<file path="config.mk">
export PLATFORM = sky130hd
export DESIGN_NAME = mem_stage
export DESIGN_NICKNAME = d
export VERILOG_FILES = /design/src/rtl/pipe_pkg.sv /design/src/rtl/mem_rdata_hold.sv /design/src/rtl/mem_stage.sv
export SDC_FILE = /design/constraint.sdc
export NUM_CORES = 1
export LEC_CHECK = 0
export BUFFER_PORTS_ARGS = -buffer_cell sky130_fd_sc_hd__buf_2
export CAP_MARGIN = 20
export CORE_MARGIN = 5
export CORE_UTILIZATION = 44
export CTS_CLUSTER_SIZE = 14
export DETAILED_ROUTE_END_ITERATION = 6
export PLACE_DENSITY_LB_ADDON = 0.08
export SLEW_MARGIN = 5
export SYNTH_ARGS = -nofsm -noshare
export SYNTH_HDL_FRONTEND = slang
export SYNTH_SLANG_ARGS = --single-unit
</file>
<file path="constraint.sdc">
create_clock -name clk -period 2.2 [get_ports clk]
set_clock_uncertainty 0.2 [all_clocks]
set_input_delay 0.22 -clock clk [delete_from_list [all_inputs] [get_ports clk]]
set_output_delay 0.22 -clock clk [all_outputs]
set_load 0.02 [all_outputs]
</file>
<file path="src/rtl/pipe_pkg.sv">
// Shared execute/memory/write-back pipeline definitions: bundle widths,
// bit positions inside the pass bundles, and the memory-stage payload.
package pipe_pkg;

    localparam int EX2MEM_SIG_W     = 7;
    localparam int MEM2WB_SIG_W     = 6;
    localparam int RES_FROM_MEM_BIT = 6;
    localparam int GR_WE_BIT        = 5;
    localparam int DEST_LSB         = 0;
    localparam int DEST_W           = 5;

    // Instruction payload carried from execute into the memory stage
    typedef struct packed {
        logic [31:0]             pc;
        logic [31:0]             inst;
        logic [31:0]             alu_result;
        logic [EX2MEM_SIG_W-1:0] sig;
    } ex2mem_t;

endpackage

</file>
<file path="src/rtl/mem_rdata_hold.sv">
// Captures synchronous SRAM read data on the first occupancy cycle of an
// instruction and replays it for the rest of its residency, so a stalled
// load keeps its value even after the SRAM address moves on.
module mem_rdata_hold #(
    parameter bit HOLD_RDATA = 1'b1
) (
    input  logic        clk,
    input  logic        resetn,
    input  logic        accept,
    input  logic [31:0] rdata,
    output logic [31:0] load_data
);

    generate
        if (HOLD_RDATA) begin : g_hold
            logic        first_cycle;
            logic [31:0] hold_reg;

            // first_cycle marks the cycle right after an accept; snapshot rdata then
            always_ff @(posedge clk) begin
                if (!resetn) begin
                    first_cycle <= 1'b0;
                    hold_reg    <= '0;
                end else begin
                    first_cycle <= accept;
                    if (first_cycle) hold_reg <= rdata;
                end
            end

            assign load_data = first_cycle ? rdata : hold_reg;
        end else begin : g_live
            assign load_data = rdata;
        end
    endgenerate

endmodule

</file>
<file path="src/rtl/mem_stage.sv">
// Memory-access stage: receiver end of the execute handshake, picks load
// data or ALU result for write-back, exports forwarding info to decode and
// keeps load-retire / write-back-stall performance counters.
module mem_stage
    import pipe_pkg::*;
#(
    parameter bit HOLD_RDATA = 1'b1,
    parameter int CNT_W      = 32
) (
    input  logic                    clk,
    input  logic                    resetn,
    input  logic                    EXU_to_MEM_valid,
    output logic                    MEM_allow_in,
    input  logic [31:0]             EXU_pc_to_MEM,
    input  logic [31:0]             EXU_inst_to_MEM,
    input  logic [31:0]             EXU_alu_result_to_MEM,
    input  logic [EX2MEM_SIG_W-1:0] EXU_signals_pass_to_MEM,
    input  logic [31:0]             data_sram_rdata,
    input  logic                    WB_allow_in,
    output logic                    MEM_to_WB_valid,
    output logic [31:0]             MEM_pc_to_WB,
    output logic [31:0]             MEM_inst_to_WB,
    output logic [31:0]             MEM_final_result_to_WB,
    output logic [MEM2WB_SIG_W-1:0] MEM_signals_pass_to_WB,
    output logic                    MEM_to_IDU_gr_we,
    output logic [DEST_W-1:0]       MEM_to_IDU_dest,
    output logic                    MEM_to_IDU_valid,
    output logic [31:0]             MEM_to_IDU_forward,
    output logic [CNT_W-1:0]        MEM_ld_cnt,
    output logic [CNT_W-1:0]        MEM_stall_cnt
);

    logic        mem_valid;
    ex2mem_t     pl;
    logic        accept;
    logic        res_from_mem;
    logic [31:0] load_data;

    // ready_go is always 1, so only write-back back-pressure blocks the stage
    assign MEM_allow_in = !mem_valid || WB_allow_in;
    assign accept       = EXU_to_MEM_valid && MEM_allow_in;
    assign res_from_mem = pl.sig[RES_FROM_MEM_BIT];

    // Valid bit follows the upstream valid whenever the stage can take a new slot
    always_ff @(posedge clk) begin
        if (!resetn)           mem_valid <= 1'b0;
        else if (MEM_allow_in) mem_valid <= EXU_to_MEM_valid;
    end

    // Payload loads only on a real accept; bubbles leave stale payload behind
    always_ff @(posedge clk) begin
        if (!resetn) begin
            pl <= '0;
        end else if (accept) begin
            pl.pc         <= EXU_pc_to_MEM;
            pl.inst       <= EXU_inst_to_MEM;
            pl.alu_result <= EXU_alu_result_to_MEM;
            pl.sig        <= EXU_signals_pass_to_MEM;
        end
    end

    mem_rdata_hold #(.HOLD_RDATA(HOLD_RDATA)) u_hold (
        .clk       (clk),
        .resetn    (resetn),
        .accept    (accept),
        .rdata     (data_sram_rdata),
        .load_data (load_data)
    );

    // Performance counters wrap naturally at 2^CNT_W
    always_ff @(posedge clk) begin
        if (!resetn) begin
            MEM_ld_cnt    <= '0;
            MEM_stall_cnt <= '0;
        end else begin
            if (mem_valid && WB_allow_in && res_from_mem) MEM_ld_cnt <= MEM_ld_cnt + CNT_W'(1);
            if (mem_valid && !WB_allow_in) MEM_stall_cnt <= MEM_stall_cnt + CNT_W'(1);
        end
    end

    assign MEM_to_WB_valid        = mem_valid;
    assign MEM_pc_to_WB           = pl.pc;
    assign MEM_inst_to_WB         = pl.inst;
    assign MEM_final_result_to_WB = res_from_mem ? load_data : pl.alu_result;
    assign MEM_signals_pass_to_WB = pl.sig[MEM2WB_SIG_W-1:0];

    // Forwarding is unqualified; decode gates it with MEM_to_IDU_valid
    assign MEM_to_IDU_gr_we   = pl.sig[GR_WE_BIT];
    assign MEM_to_IDU_dest    = pl.sig[DEST_LSB +: DEST_W];
    assign MEM_to_IDU_valid   = mem_valid;
    assign MEM_to_IDU_forward = MEM_final_result_to_WB;

endmodule

</file>
-- After elaboration in Yosys (flattened, before gate mapping)
Index checks and enable logic that the tools add are counted.
- register bits: 201
- latch bits: 0
- logic and storage cells: 20
- RAM bits: 0
- memories: 0
- bits in read-only memories: 0
- bits of input ports: 139
- add/subtract/negate cells: 2
- shifts and indexed selects: 0
- muxes and demuxes: 2
- eq/ne operators: 0
- div/mod/pow operators: 0
- order comparisons: 0
- $mul: 0
- reductions and logical operators: 7
- bitwise logic cells: 0
- operators with widths (operator ; number):
    adder 32 x 1 -> 32 bit, second input constant ; 2
    2-to-1 mux 32 bit ; 2
    logical AND 1 bit ; 4
    logical NOT 1 bit ; 2
    logical OR 1 bit ; 1

-- Logic depth before layout (Yosys ltp)
Gate-level depths: netlist of run 1.
- word-level depth: 3
- mapped depth: 8

-- By module
Synthesis of run 1 repeated with hierarchy kept, for this count alone.
- cells, all modules: 1073
- area, all modules: 9252.6 sq um
- by module, submodules not included (module ; cells each ; area each (sq um) ; times used):
    mem_stage ; 968 ; 7825.0 ; 1
    mem_rdata_hold ; 105 ; 1427.6 ; 1

-- Worst setup path before layout of run 1
No wires, ideal clock.
- kind: register to register
- from: register MEM_stall_cnt[3]
- to: register MEM_stall_cnt[27]
- setup time: 135 ps
- arrival: 1926 ps
- cell stages (with the launch flop): 7
- period minus slack after synthesis: 2261 ps
- path slack: -61 ps
- cell sequence: dfxtp_1 > nand4_2 > or4_1 > buf_2 > buf_2 > o311ai_0 > o41ai_1
- cells in the longest elaborated chain, start to end: 1
- ends and longest elaborated chain (element ; RTL line ; RTL):
    from (decl) ; mem_stage.sv:30 ; output logic [CNT_W-1:0] MEM_stall_cnt
    from (signal assigned) ; mem_stage.sv:77 ; if (mem_valid && !WB_allow_in) MEM_stall_cnt <= MEM_stall_cnt + CNT_W'(1);
    adder 32 x 1 -> 32 bit ; mem_stage.sv:77 ;
Every way passes these cells.
A chain may end at the register's enable or synchronous reset.

-- Final worst setup path of run 1
- from: register u_hold.g_hold.first_cycle
- to: output MEM_to_IDU_forward[27]
- cells in the longest elaborated chain, start to end: 2
- ends and longest elaborated chain (element ; RTL line ; RTL):
    from (decl) ; mem_rdata_hold.sv:16 ; logic first_cycle;
    from (signal assigned) ; mem_rdata_hold.sv:25 ; first_cycle <= accept;
    2-to-1 mux 32 bit ; - ;
    2-to-1 mux 32 bit ; mem_stage.sv:84 ; assign MEM_final_result_to_WB = res_from_mem ? load_data : pl.alu_result;
    to (decl) ; mem_stage.sv:28 ; output logic [31:0] MEM_to_IDU_forward,
Every way passes these cells.

==> results.md, run 1 <==
* Status: completed
* Drt total wl at roughly 27000 µm
* Most frequent cells after synthesis: nand2_1, dfxtp_1, a21oi_1
* CTS tree: done
* Yosys cell types at 35
* CTS H-tree depth at 1
* Clock Path Buffers at 3
* GP Congestion at ~0.84
* Yosys top cell by area: dfxtp_1
* Clock root buffer: clkbuf_16
* Vias/cell at 4.91
* FP Rows at 51
* Seq pwr share at between 40% and 50%
* Max_cap viols at 0
* Synthesized area at just under 9000 µm²
* Num CTS Buffers at 23
* EDFF count, synth at 0
* Main flop type after synthesis: dfxtp_1
* Tmin final at about 2.1 ns
* Largest net degree at the start of global routing at 66
* Ranking of synthesized cells by area: dfxtp_1, nand2_1, buf_4, a21oi_1, mux2i_1
* Synth-to-Final Area Change at 41.6%
* Syn_area_per_cell at about 8.1 µm²
* Buf/Inv on CP at 2
* Yosys reg bits at 201
* Critical path peak fanout at 11
* Hold/Removal Path Class: input port to flip-flop
* P_int at ~6.6 mW
* Worst path max stage delay at 0.46 ns
* Initial cell density of the core at roughly 45%
* Final setup fails at 0
* Crit path cell chain: buf_4 -> mux2i_1 -> a21oi_1 -> buf_2
* CP delay by family, top: flip-flops
* Initial DRC Count at approximately 290
* Worst-margin pin slew at 0.444 ns
* Die Span X at roughly 150 µm
* Post-DP HPWL at 18200 µm
* Worst path required time at about 1.8 ns
* Worst vdd ir at a little under 0.7 mV
* Slowest-stage cell, CP: dfxtp_4
* Crit path capture type: output port
* Yosys top cell area share at 45.5%
* Drt first pass iters at 4
* Core Util, Final at between 60% and 70%
* Fmax at ~470 MHz
* Clock Latency Late Sink at roughly 0.50 ns
* YS warnings at 0
* Filler cells at approximately 1.7k
* Synth async-reset ratio at 0%
* Static Leak at approximately 5.6 nW
* NumNets Final at about 1.6k
* Total power at between 8 and 9 mW
* Startpoint type of the worst setup path: flip-flop
* Port bufs at 345
* Clk sink count at approximately 200
* Post-Syn Instances at 1098
* DRC viols at 0
* Vias at just under 9k
* Combinational fraction of design power at roughly 15%
* Post-route clock period utilization at 97.5%
* Grt ovf at 0
* Count leader, synth: nand2_1
* Initial antenna violation count at 0
* Critical Path AT at between 1.5 and 2 ns
* Largest Register: pl
* Antenna-violating nets left at 0
* Switching Power at between 2 and 2.5 mW
* Number of flip-flops in the largest register at 33
* Critical path class: flip-flop to output port
* Sw frac at approximately a quarter
* Sequential fraction of the synthesis area at between 40 and 50%
* Die area at 23000 µm²
* Rel. slew slack at between 70% and 80%
* Num ports at ~350
* Final slew viol count at 0
* Vias in the first global route at around 8.2k
* Final Hold Viols at 0
* Post-Syn Nets at 1239
* First-pass GRT wire length at between 40000 and 50000 µm
* Clk network pwr share at 41.3%
* PwrDens at between 700 and 800 nW/µm²
* Wirelength per Cell at about 16 µm
* Layout cell share with drive strength beyond 1 at between 30% and 40%
* Vert. Die Dim at approximately 150 µm
* GRT Resource Usage Total at roughly 22%
* Minimum hold slack at ~0.095 ns
* Unrepaired setup endpoints after global routing: no
* Core area at 19700 µm²
* Reg clk slew, reported paths at approximately 0.060 ns
power groups by stage:
stage	clock network [mW]	logic, mW	registers [mW]
after floorplan	0	0.850	3.92
after global placement	0	1.14	3.93
after detailed placement	0	1.14	3.93
after CTS	3.75	1.35	3.85
after global routing	3.90	1.48	3.87
final	3.67	1.36	3.86
layer usage:
| metal | GRT usage, % | wire length, µm |
|---|---|---|
| met1 | 26.1 | 10900 |
| met3 | 5.41 | 2230 |
| met5 | 0 | 0 |
| met4 | 5.75 | 627 |
| met2 | 39.3 | 13600 |
timing repair:
action | in CTS | in global routing
endpoints found under the hold margin | 150 | 0
setup buffers | 3 | 4
setup endpoints to repair | 52 | 18
gates cloned | 0 | 1
gates resized for setup | 2 | 5
hold buffers | 137 | 0
cells in the final DEF, fill, tap and decap left out, types with 11 or more instances in the layout:
cell and n:
clkbuf_16 24, buf_4 49, nand4_1 21, nand2_1 236, nor2_1 90, mux2i_1 43
dfxtp_1 194, buf_2 344, or3_1 11, and4_1 12, o21ai_0 12, or4_1 15
nand2b_1 12, xor2_1 13, o31ai_1 13, nand3_1 18, a21oi_1 158, dlygate4sd3_1 137
worst min-delay path: stages:
cell,delay [ns]
buf_2,0.09
nand4b_1,0.15
nor3_1,0.07
xnor2_1,0.13
nor2_1,0.08
cell type report:
cell class | count | area, µm² | area share, %
flip-flops and latches | 201 | 4040 | 32.2
repair buffers | 540 | 3670 | 29.3
diodes | 1 | 2.50 | 0.0200
multi-input cells | 708 | 3720 | 29.7
clock inverters | 4 | 45.0 | 0.360
clock buffers | 33 | 673 | 5.38
well taps | 265 | 332 | 2.65
inverters | 11 | 46.3 | 0.370
path summary, 6_finish.rpt:
path	start	endpoint	slack (ns)	depth (start not counted)
worst min register to register	MEM_pc_to_WB[19]$_SDFFE_PN0P_	MEM_pc_to_WB[19]$_SDFFE_PN0P_	0.25	2
worst max-delay path	u_hold.g_hold.first_cycle$_SDFF_PN0_	MEM_to_IDU_forward[27]	0.06	4
worst max register to register	MEM_stall_cnt[9]$_SDFFE_PN0P_	MEM_stall_cnt[23]$_SDFFE_PN0P_	0.17	5
worst min-delay path	WB_allow_in	MEM_stall_cnt[9]$_SDFFE_PN0P_	0.1	5
cell families after synthesis:
logic type	synth area share, %
XOR/XNOR	2.18
multiplexers	4.87
buffers and inverters	12.7
AO/OA/AOI/OAI	11.9
AND/OR/NAND/NOR	22.6
adder cells (fa/ha/maj)	0.283
flip-flops	45.5
metrics by stage:
stage | setup TNS (ns) | instance area [µm²] | worst slack [ns] | cells
final | 0 | 12500 | 0.0552 | 1763
after global routing | 0 | 12500 | 0.000540 | 1762
after CTS | 0 | 12500 | 0.0161 | 1757
after detailed placement | 0 | 10300 | 0.0987 | 1580
after global placement | 0 | 10300 | 0.172 | 1580
after floorplan | -0.00765 | 8850 | -0.00765 | 1098
Power figures use the tool's default switching activity.
==> inputs of run 2 (changes only) <==
- BUFFER_PORTS_ARGS: -buffer_cell sky130_fd_sc_hd__buf_2 -> -buffer_cell sky130_fd_sc_hd__clkbuf_2
- CORE_UTILIZATION: 44 -> 49
- clock period: 2.2 -> 2.1 ns (I/O delays scaled with it)
==> run 2 against run 1 <==
Effect of this change: via count increased by 6.8%; global-route usage increased by 4.0 points; the flow now finishes with violations (setup timing); core utilization increased by 12 points; sequential cell count stayed put; final cell count decreased by 0.57%; sequential power increased by 5%; clock power grew 22%.
==> results.md, run 2 (synthesis gave the netlist of run 1 again) <==
* Status: finished, violations left
* Failing checks: setup timing
* Die area at 20800 µm² (-9.5%)
* Hold Path End: MEM_stall_cnt[21]$_SDFFE_PN0P_
* Largest net degree at the start of global routing at 69 (+4.5%)
* Critical path peak fanout at 8 (-3)
* Crit path cell chain: buf_16 -> mux2i_1 -> a21oi_1 -> clkbuf_2
* Setup TNS at -0.678 ns (-0.678 ns)
* Hold/Removal Path Class: input port to flip-flop
* NumNets Final at 1649 (+1.4%)
* Rel. slew slack at 74.2% (+3.8 points)
* Clk sink count at 201 (unchanged)
* GRT Resource Usage Total at 25.9% (+4.0 points)
* Max Used Layer: met4
* Cell area after layout at 13400 µm² (+7.2%)
* Num ports at 346 (unchanged)
* Wirelength per Cell at 17.8 µm (+15%)
* Vert. Die Dim at 144 µm (-4.9%)
* CP delay by family, top: flip-flops
* GP Congestion at 0.811 (-3.8%)
* Critical path class: flip-flop to output port
* Fmax at around 460 MHz
* Crit path depth at 4 (unchanged)
* Worst path max stage delay at 0.44 ns (-0.02 ns)
* Post-DP HPWL at 17400 µm (-4.4%)
* Startpoint type of the worst setup path: flip-flop
* First-pass GRT wire length at 44700 µm (+8.0%)
* Layout cell share with drive strength beyond 1 at 34.7% (+4.5 points)
* Static Leak at 5.80 nW (+3.1%)
* Reg2Reg Setup Slack at 0.01 ns (-0.16 ns)
* Commonest non-fill, non-tap cell in the layout: clkbuf_2
* Hold Path Depth at 4 (-1)
* CTS H-tree depth at 1 (unchanged)
* Tmin final at roughly 2.2 ns
* Antenna-violating nets left at 0 (unchanged)
* Buf/Inv on CP at 2 (unchanged)
* Initial cell density of the core at 49.5% (+4.6 points)
* Number of flip-flops in the largest register at 33 (unchanged)
* Num CTS Buffers at 23 (unchanged)
* FF-to-FF Start: u_hold.g_hold.first_cycle$_SDFF_PN0_
* FP Rows at 49 (-3.9%)
* Port bufs at 345 (unchanged)
* Post-route clock period utilization at 103%
* DR WL met2 at 15900 µm (+17%)
* Vias at 9252 (+6.8%)
* Worst vdd ir at 0.755 mV (+12%)
* Worst r2r path cells at 5 (unchanged)
* Metal3 WL at 2670 µm (+19%)
* Non-Filler Instances at 1753 (-0.57%)
* Worst path required time at 1.69 ns (-0.09 ns)
* CTS tree: done
* Met1 wire length at 11600 µm (+6.4%)
* Max_cap viols at 0 (unchanged)
* Clock Latency Late Sink at 0.49 ns (about the same)
* Drt total wl at 31300 µm (+14%)
* Minimum hold slack at 0.0813 ns (-0.0137 ns)
* Min-delay src: WB_allow_in
* Die Span X at 144 µm (-4.9%)
* Largest Register: pl
* Core area at 17800 µm² (-9.2%)
* Unrepaired setup endpoints after global routing: yes
* Cells after DPL at 1553 (-1.7%)
* DRC viols at 0 (unchanged)
* Final Hold Viols at 0 (unchanged)
* Critical Path AT at 1.75 ns (+0.03 ns)
* Clock root buffer: clkbuf_16
* Filler cells at 1237 (-29%)
* Drt first pass iters at 5 (+1)
* Synth-to-Final Area Change at 51.8%
* Final slew viol count at 0 (unchanged)
* Grt ovf at 0 (unchanged)
* RR Endpoint: u_hold.g_hold.hold_reg[16]$_SDFF_PN0_
* Placed instance area at 10400 µm² (+0.37%)
* Most frequent cells in the layout: clkbuf_2, nand2_1, dfxtp_1
* Reg clk slew, reported paths at 0.06 ns (about the same)
* Initial DRC Count at 523 (+83%)
* Crit path capture type: output port
* Final setup fails at 29 (+29)
* Clock Path Buffers at 3 (unchanged)
* Vias in the first global route at 8945 (+8.5%)
* PwrDens at 762 nW/µm² (+7.4%)
* Slowest-stage cell, CP: dfxtp_4
* Initial antenna violation count at 1 (+1)
* Worst-margin pin slew at 0.388 ns (-0.0567 ns)
* Fin worst setup slack at -0.0633 ns (-0.118 ns)
* Vias/cell at 5.28 (+7.4%)
==> run 2: worst min-delay path, cell delays in order <==
cell and delay [ns]:
clkbuf_2 0.10, nand4b_1 0.16, or4_4 0.18, o41ai_1 0.08
==> run 2: where the power goes <==
part	total (mW)	internal (mW)	leakage (nW)	switching [mW]
Combinational	1.69	0.744	3.73	0.950
Sequential	4.05	3.96	1.65	0.0948
Clock	4.48	2.87	0.418	1.61
==> run 2: how the worst max path moves through the flow <==
| stage | from | to |
|---|---|---|
| floorplan | MEM_stall_cnt[5]$_SDFFE_PN0P_ | MEM_stall_cnt[27]$_SDFFE_PN0P_ |
| global placement | WB_allow_in | MEM_stall_cnt[31]$_SDFFE_PN0P_ |
| detailed placement | WB_allow_in | MEM_stall_cnt[25]$_SDFFE_PN0P_ |
| CTS | u_hold.g_hold.first_cycle$_SDFF_PN0_ | MEM_to_IDU_forward[22] |
| global route | u_hold.g_hold.first_cycle$_SDFF_PN0_ | MEM_to_IDU_forward[14] |
| finish | u_hold.g_hold.first_cycle$_SDFF_PN0_ | MEM_to_IDU_forward[14] |
==> run 2: timing repair <==
action,in CTS,in global routing
hold buffers,150,0
pin swaps,2,15
resized for setup,23,146
gates cloned,3,1
endpoints found under the setup margin,41,65
endpoints found under the hold margin,150,0
buffers inserted,1,4
==> run 2: metrics by stage <==
stage / setup WS (ns) / util, % / power, mW
global route: -0.160 / 75.2 / 10.6
CTS: -0.00811 / 72.3 / 10.0
detailed placement: -0.0175 / 58.1 / 5.29
finish: -0.0633 / 75.2 / 10.2
global placement: 0.0393 / 58.1 / 5.28
floorplan: -0.00690 / - / 4.99
==> run 2: per-layer routing <==
layer	GRT usage, %	vias to the layer above
met1	31.4	4303
met4	7.36	0
met2	46.0	448
li1	-	4419
met3	6.02	82
met5	0	-
==> run 2: final cells by class <==
class                      count  area, µm²  share of cell area [%]
timing repair buffer         563       4070                    30.3
multi-input combinational    708       4120                    30.7
tap                          229        287                    2.13
clock buffer                  32        681                    5.07
clock inverter                 8        169                    1.26
antenna                        1       2.50                  0.0186
sequential                   201       4050                    30.2
inverter                      11       46.3                   0.345
==> inputs of run 3 (changes only) <==
- RECOVER_POWER: not set -> 50
==> run 3 against run 2 <==
Effect of this change: the flow still finishes with violations (setup timing); sequential share of layout area increased by 0.49 points; hold slack improved by 0.0042 ns; critical path type unchanged; first-iteration DRC count is 9.4% higher; highest routed layer unchanged; final cell count is the same.
==> results.md, run 3 (synthesis gave the netlist of run 1 again) <==
* Clock Latency Late Sink at 0.49 ns (about the same)
* Clock root buffer: clkbuf_16
* FP Rows at 49 (unchanged)
* Num ports at 346 (unchanged)
* Reg2Reg Setup Slack at 0 ns (about the same)
* Status: finished, violations left
* Worst r2r path cells at 5 (unchanged)
* Num CTS Buffers at 23 (unchanged)
* Die area at 20800 µm² (unchanged)
* Largest net degree at the start of global routing at 69 (unchanged)
* Grt ovf at 0 (unchanged)
* Cells after DPL at 1553 (unchanged)
* Wirelength per Cell at 17.9 µm (+0.30%)
* FF-to-FF Start: u_hold.g_hold.first_cycle$_SDFF_PN0_
* CTS H-tree depth at 1 (unchanged)
* Vert. Die Dim at 144 µm (unchanged)
* Clk sink count at 201 (unchanged)
* CTS tree: done
* Initial antenna violation count at 1 (unchanged)
* Initial cell density of the core at 49.5% (unchanged)
* Critical path peak fanout at 8 (unchanged)
* Reg clk slew, reported paths at 0.06 ns (about the same)
* Post-DP HPWL at 17400 µm (unchanged)
* Vias at 9314 (+0.67%)
* GP Congestion at 0.811 (unchanged)
* Vias in the first global route at 8945 (unchanged)
* Critical Path AT at 1.76 ns (about the same)
* DRC viols at 0 (unchanged)
* Fmax at 461 MHz (-0.17%)
* Layout cell share with drive strength beyond 1 at 25.4% (-9.3 points)
* Die Span X at 144 µm (unchanged)
* Largest Register: pl
* Initial DRC Count at 572 (+9.4%)
* NumNets Final at 1649 (unchanged)
* Non-Filler Instances at 1753 (unchanged)
* Fin worst setup slack at -0.0669 ns (-0.00359 ns)
* Final setup fails at 34 (+17%)
* Core area at 17800 µm² (unchanged)
* Post-route clock period utilization at 103% (+0.17 points)
* Max_cap viols at 0 (unchanged)
* First-pass GRT wire length at 44700 µm (unchanged)
* Clock Path Buffers at 3 (unchanged)
* Static Leak at 5.31 nW (-8.4%)
* Worst-margin pin slew at 0.855 ns (+0.468 ns)
* PwrDens at 771 nW/µm² (+1.2%)
* Number of flip-flops in the largest register at 33 (unchanged)
* Antenna-violating nets left at 0 (unchanged)
* Worst path required time at 1.69 ns (about the same)
* Crit path capture type: output port
* Port bufs at 345 (unchanged)
* Unrepaired setup endpoints after global routing: yes
* Drt first pass iters at 5 (unchanged)
* Tmin final at 2.17 ns (+0.00359 ns)
* Setup TNS at -0.845 ns (-0.166 ns)
* Rel. slew slack at 43.0% (-31 points)
* Failing checks: setup timing
* Startpoint type of the worst setup path: flip-flop
* Worst setup startpoint: u_hold.g_hold.first_cycle$_SDFF_PN0_
* Synth-to-Final Area Change at 49.3%
* Vias/cell at 5.31 (+0.67%)
* Drt total wl at 31400 µm (+0.30%)
* Commonest non-fill, non-tap cell in the layout: nand2_1
* Critical path class: flip-flop to output port
* Most frequent cells in the layout: nand2_1, dfxtp_1, clkbuf_2
* RR Endpoint: u_hold.g_hold.hold_reg[16]$_SDFF_PN0_
* Final slew viol count at 0 (unchanged)
* Final Hold Viols at 0 (unchanged)
* Hold/Removal Path Class: input port to flip-flop
* Critical Path End: MEM_to_IDU_forward[14]
* GRT Resource Usage Total at 25.9% (unchanged)
* Worst vdd ir at 0.747 mV (-1.0%)
==> run 3: cell types whose count changed in the layout (fill, tap and decap cells not counted) <==
cell,before,now
clkbuf_4,0,2
clkbuf_2,307,170
nor2b_2,1,0
dfxtp_2,9,8
buf_4,72,71
nor2b_1,0,1
clkbuf_1,3,142
buf_12,9,6
dfxtp_1,188,189
==> run 3: final cells by class <==
cell class              count  area, µm²
clock inverters             8        169
inverters                  11       46.3
repair buffers            563       3850
well taps                 229        287
diodes                      1       2.50
fillers                  1328       4640
multi-input cells         708       4120
flip-flops and latches    201       4050
clock buffers              32        681
==> run 3: worst min-delay path by stage <==
stage               cells after the start                               to           startpoint
CTS                                     4   MEM_stall_cnt[21]$_SDFFE_PN0P_          WB_allow_in
global placement                        3  MEM_inst_to_WB[19]$_SDFFE_PN0P_  EXU_inst_to_MEM[19]
floorplan                               2    MEM_to_IDU_valid$_SDFFE_PN0N_     EXU_to_MEM_valid
finish                                  4   MEM_stall_cnt[21]$_SDFFE_PN0P_          WB_allow_in
detailed placement                      3    MEM_pc_to_WB[30]$_SDFFE_PN0P_    EXU_pc_to_MEM[30]
global route                            4   MEM_stall_cnt[21]$_SDFFE_PN0P_          WB_allow_in
==> run 3: critical path, stage by stage, from the launching register on <==
cell      delay [ns]
dfxtp_4         0.45
buf_16          0.19
mux2i_1         0.30
a21oi_1         0.14
clkbuf_2        0.18
==> run 3: where the power goes <==
| part | internal, mW | total, mW | switching [mW] |
|---|---|---|---|
| Sequential | 3.96 | 4.05 | 0.0945 |
| Clock | 2.87 | 4.47 | 1.60 |
| Combinational | 0.712 | 1.66 | 0.948 |
==> run 3: timing repair <==
action	CTS	global route
endpoints found under the hold margin	150	0
gates cloned	3	1
hold buffers	150	0
resized for setup	23	146
endpoints found under the setup margin	41	65
pin swaps	2	15
setup buffers	1	4
==> run 3: metrics by stage <==
step                area [µm²]  worst slack [ns]  hold slack, ns  util, %  power, mW
finish                   13200           -0.0669          0.0855     74.0       10.2
global route             13200            -0.160          0.0922     74.0       10.5
CTS                      12900          -0.00811          0.0534     72.3       10.0
detailed placement       10400           -0.0175           0.237     58.1       5.29
global placement         10400            0.0393           0.233     58.1       5.28
floorplan                 8870          -0.00690           0.131        -       4.99
==> run 3: routing by layer <==
| layer | vias up | global-route usage (%) | part of all wire [%] |
|---|---|---|---|
| met5 | - | 0 | 0 |
| met3 | 86 | 6.02 | 8.2 |
| met1 | 4358 | 31.4 | 38 |
| met4 | 0 | 7.36 | 3.7 |
| li1 | 4419 | - | - |
| met2 | 451 | 46.0 | 51 |
